<file path="src/rtl/seq_mult_shift_add.sv">
// seq_mult_shift_add: sequential shift-and-add unsigned multiplier.
// WIDTH-bit operands are captured in parallel on start. The 2*WIDTH-bit
// product is built over WIDTH iterations in an {C,ACC,Q} shift register.
// Optional feature macro: EARLY_DONE_EN. When it is defined, the block
// finishes early once the remaining multiplier bits are all zero.
module seq_mult_shift_add #(
    parameter int unsigned WIDTH = 8
) (
    input  logic                 i_clk,
    input  logic                 i_rst_n,
    input  logic                 start,
    input  logic [WIDTH-1:0]     a_in,
    input  logic [WIDTH-1:0]     b_in,
    output logic                 busy,
    output logic                 done,
    output logic [2*WIDTH-1:0]   product,
    output logic [WIDTH-1:0]     out_acc_reg,
    output logic [WIDTH-1:0]     out_q_reg,
    output logic [1:0]           p_state
);

    localparam int unsigned CNT_W = $clog2(WIDTH + 1);
    localparam int unsigned PW    = 2 * WIDTH;

    typedef enum logic [1:0] {
        S_IDLE = 2'b00,
        S_CALC = 2'b01,
        S_DONE = 2'b10
    } state_t;

    state_t             state_q,   state_d;
    logic [WIDTH-1:0]   m_q,       m_d;
    logic [WIDTH-1:0]   acc_q,     acc_d;
    logic [WIDTH-1:0]   q_q,       q_d;
    logic               c_q,       c_d;
    logic [CNT_W-1:0]   cnt_q,     cnt_d;
    logic [PW-1:0]      product_q, product_d;
    logic               done_q,    done_d;
    logic               busy_q,    busy_d;

    logic [WIDTH:0]     sum_c;
    logic [PW:0]        shifted_c;
    logic               go_done_c;

`ifdef EARLY_DONE_EN
    logic [WIDTH-1:0]   low_mask_c;
    logic               early_c;
    logic [PW-1:0]      aligned_c;

    // Unconsumed multiplier bits and the single-step alignment shift
    always_comb begin
        low_mask_c = '0;
        for (int i = 0; i < int'(WIDTH); i++) begin
            low_mask_c[i] = (CNT_W'(i) < cnt_q);
        end
        early_c   = ((q_q & low_mask_c) == '0);
        aligned_c = {acc_q, q_q} >> cnt_q;
    end
`endif

    // One add/shift iteration of the datapath, full carry kept
    always_comb begin
        sum_c     = {c_q, acc_q} + {1'b0, (q_q[0] ? m_q : {WIDTH{1'b0}})};
        shifted_c = {sum_c, q_q} >> 1;
    end

    // Next-state and datapath control
    always_comb begin
        state_d   = state_q;
        m_d       = m_q;
        acc_d     = acc_q;
        q_d       = q_q;
        c_d       = c_q;
        cnt_d     = cnt_q;
        product_d = product_q;
        done_d    = 1'b0;
        go_done_c = 1'b0;

        case (state_q)
            S_IDLE: begin
                if (start) begin
                    m_d     = a_in;
                    q_d     = b_in;
                    acc_d   = '0;
                    c_d     = 1'b0;
                    cnt_d   = CNT_W'(WIDTH);
                    state_d = S_CALC;
                end
            end
            S_CALC: begin
                c_d   = shifted_c[PW];
                acc_d = shifted_c[PW-1:WIDTH];
                q_d   = shifted_c[WIDTH-1:0];
                cnt_d = cnt_q - CNT_W'(1);
                if (cnt_q == CNT_W'(1)) begin
                    go_done_c = 1'b1;
                end
`ifdef EARLY_DONE_EN
                if (early_c) begin
                    c_d       = 1'b0;
                    acc_d     = aligned_c[PW-1:WIDTH];
                    q_d       = aligned_c[WIDTH-1:0];
                    cnt_d     = '0;
                    go_done_c = 1'b1;
                end
`endif
                if (go_done_c) begin
                    state_d   = S_DONE;
                    product_d = {acc_d, q_d};
                    done_d    = 1'b1;
                end
            end
            S_DONE: begin
                state_d = S_IDLE;
            end
            default: begin
                state_d = S_IDLE;
            end
        endcase

        busy_d = (state_d != S_IDLE);
    end

    // State and datapath registers, async active-low clear
    always_ff @(posedge i_clk or negedge i_rst_n) begin
        if (!i_rst_n) begin
            state_q   <= S_IDLE;
            m_q       <= '0;
            acc_q     <= '0;
            q_q       <= '0;
            c_q       <= 1'b0;
            cnt_q     <= '0;
            product_q <= '0;
            done_q    <= 1'b0;
            busy_q    <= 1'b0;
        end else begin
            state_q   <= state_d;
            m_q       <= m_d;
            acc_q     <= acc_d;
            q_q       <= q_d;
            c_q       <= c_d;
            cnt_q     <= cnt_d;
            product_q <= product_d;
            done_q    <= done_d;
            busy_q    <= busy_d;
        end
    end

    assign busy        = busy_q;
    assign done        = done_q;
    assign product     = product_q;
    assign out_acc_reg = acc_q;
    assign out_q_reg   = q_q;
    assign p_state     = state_q;

endmodule

</file>
<file path="config.mk">
export PLATFORM = sky130hd
export DESIGN_NAME = seq_mult_shift_add
export DESIGN_NICKNAME = d
export VERILOG_FILES = /design/src/rtl/seq_mult_shift_add.sv
export SDC_FILE = /design/constraint.sdc
export NUM_CORES = 1
export LEC_CHECK = 0
export BUFFER_PORTS_ARGS = -buffer_cell sky130_fd_sc_hd__buf_4
export CAP_MARGIN = 20
export CORE_MARGIN = 5
export CORE_UTILIZATION = 50
export DETAILED_ROUTE_END_ITERATION = 10
export HOLD_SLACK_MARGIN = 0.1
export PLACE_DENSITY = 0.82
export RECOVER_POWER = 100
export SYNTH_ARGS = -nofsm -noshare
export SYNTH_HDL_FRONTEND = slang
export SYNTH_SLANG_ARGS = --single-unit
export TNS_END_PERCENT = 50
</file>
<file path="constraint.sdc">
create_clock -name i_clk -period 3.1 [get_ports i_clk]
set_input_delay 0.93 -clock i_clk [delete_from_list [all_inputs] [get_ports i_clk]]
set_output_delay 0.93 -clock i_clk [all_outputs]
set_load 0.005 [all_outputs]
</file>
==> impl_metrics.tcl <==
set metrics [dict create \
    status "complete, no violations" \
    cts_tree "yes" \
    root_buffer "clkbuf_8" \
    setup_violations 0 \
    drive_gt1_share_pct 28.5 \
    final_cell_mix "48 x dfrtp_1, 38 x nand2_1, 35 x clkbuf_4" \
    post_drt_via_cell_ratio 5.49 \
    grt_antenna_before_repair 0 \
    die_area_sq_um 6100 \
    maxSlewHeadroom_pct 20.0 \
    die_width_um 78.1 \
    hold_end "product[0]$_DFFE_PN0P_" \
    antenna_left 0 \
    overflow 0 \
    synth-edff-count 0 \
    r2r-start "p_state[0]$_DFF_PN0_" \
    postPlaceCellArea_sq_um 2760 \
    yosysSeqAreaShare_pct 51.8 \
    die_h_um 78.1 \
    timing.hold.ws_ps 480 \
    syn_nets 245 \
    finalClockSkew_ps 11.5 \
    cp_slowest_cell "dfrtp_1" \
    critPathKind "flop to flop" \
    place.gp.congestion 0.794 \
    critPathRequiredTime_ps 3300 \
    synth_warnings 0 \
    slew_viol_final 0 \
    grt_usage_pct 17.2 \
    tightest_slew_ps 1200 \
    area_growth_pct 22.3 \
    hpwlAfterDp_mm 3.72 \
    r2r_slack_ps 630 \
    dpl_worst_slack_ps 772 \
    avgSynthCellArea_sq_um 10.8 \
    post_cts_buffers 0 \
    cts_resized 0 \
    final_net_count 299 \
    cpPeakStageDelay_ps 550 \
    stdcell_area_sq_um 2840 \
    r2r-end "product[11]$_DFFE_PN0P_" \
    clk_pin_slew_worst_paths_ps 90 \
    final_common_cell "dfrtp_1" \
    wl_mm 5.17 \
    drt-initial-drc-count 97 \
    grt_max_degree 49 \
    numCtsBuffers 5 \
    rows 24 \
    r2r.worst_path.cells 4 \
    finalCritPeriodShare_pct 79.7 \
    vias 1769 \
    start_util_pct 52.6 \
    fin_crit_ps 2470 \
    setup_tns_ps 0 \
    drc 0 \
    syn_inst 215 \
    hp-start "product[0]$_DFFE_PN0P_" \
    synthDistinctLibCells 46 \
    hold_depth 2 \
    core_sq_um 4410 \
    leakage_nw 1.43 \
    cp-start-kind "flop" \
    grt_pass1_vias 1742 \
    antenna-diode-count 0 \
    rsz0062_at_grt "false" \
    cp_max_fo 17 \
    hold_viol_final 0 \
    ys_seq_elements 48 \
    hold_path.class "flop to flop" \
    synth-main-ff-cell "dfrtp_1" \
    finalPower_w 0.00289 \
    ir_worst_vdd_uv 495 \
    routedWlPerCell_um 16.1 \
    grt_pass1_wl_mm 8.54 \
    cts_sinks 48 \
    htreeDepth 2 \
    n_fill_cell 355 \
    synthesis.area_sq_um 2320 \
    clock_latency_ps 300 \
    first_pass_iters 4 \
    drv_cap 0 \
    cts_buffer_depth 2 \
    ctsHoldBuffers 0 \
    cp-end-kind "flop" \
    cp_cell_sequence "nor2b_1 > nand2_1 > inv_2 > mux2_2" \
    async_flop_share_pct 100 \
    ios 55 \
    cp.arrival_ps 2670 \
    worst_slack_ps 629 \
    max_freq_mhz 405 \
    io_buffers 54 \
    largest_register_ffs 16 \
    cellPowerDensity_nw_per_um2 1020 \
]
worst max-delay path by stage:
stage                                         from                      end  slack, ps  depth (start not counted)
final                         p_state[0]$_DFF_PN0_  product[11]$_DFFE_PN0P_        630                          4
after global placement                       start       m_q[6]$_DFFE_PN0P_        810                          4
after CTS                 out_q_reg[0]$_DFFE_PN0P_  product[13]$_DFFE_PN0P_        820                          7
after detailed placement                     start       m_q[5]$_DFFE_PN0P_        770                          4
after global routing          p_state[0]$_DFF_PN0_  product[10]$_DFFE_PN0P_        450                          4
after floorplan           out_q_reg[0]$_DFFE_PN0P_  product[13]$_DFFE_PN0P_       1030                          7
area by class of cell:
class	count	area, sq um	share of cell area, %
tap	52	65.1	2.29
timing repair buffer	56	407	14.3
sequential	48	1200	42.3
clock inverter	1	30.0	1.06
clock buffer	7	96.3	3.40
inverter	6	22.5	0.794
multi-input combinational	152	1020	35.8
cell usage after synthesis, types with 3 or more instances:
cell	instances	area share, %
a21oi_1	11	2.4
and2_1	9	2.4
buf_2	4	0.86
dfrtp_1	48	52
inv_1	5	0.81
nand2_1	37	6.0
a211o_1	3	1.1
a22o_1	4	1.5
mux2_2	10	4.9
nor2_1	3	0.49
a22oi_1	8	2.6
nand3_1	3	0.65
a21o_1	3	0.97
ha_1	10	5.4
nor2b_1	9	2.4
o21ai_0	13	2.8
kinds of logic (layout without fill, tap and decap cells):
kind of cell / count (synthesis) / count (layout) / share of synthesized area (%)
xor gates and xnor gates: 4 / 4 / 1.51
DFF: 48 / 48 / 51.8
buffers and inverters: 15 / 70 / 3.13
adders and majority gates: 11 / 11 / 6.26
and+or+nand+nor: 73 / 73 / 15.6
AOI/OAI and AO/OA: 52 / 52 / 15.8
muxes: 12 / 12 / 5.93
layer usage:
layer / global-route usage (%) / up-vias / share of wire (%)
li1: - / 850 / -
met1: 23.7 / 874 / 45
met2: 27.8 / 39 / 49
met3: 2.97 / 6 / 4.5
met4: 5.07 / 0 / 1.1
met5: 0 / - / 0
stage by stage:
stage	cells	utilization (%)
finish	322	64.3
CTS	322	65.3
floorplan	215	-
global route	322	64.3
global placement	314	62.4
detailed placement	314	62.4
worst max-delay path, delay by kind of cell (launching register included):
kind,cells,cell delay [ps]
flip-flops,1,550
buffers and inverters,1,420
AND/OR/NAND/NOR,2,1030
multiplexers,1,380
where the power goes:
group / leakage [nW] / internal [W] / total (W) / switching (W)
clock: 0.0645 / 0.000285 / 0.000491 / 0.000206
combinational: 0.771 / 0.000647 / 0.00126 / 0.000610
sequential: 0.599 / 0.000906 / 0.00114 / 0.000233
Power figures use the tool's default switching activity.
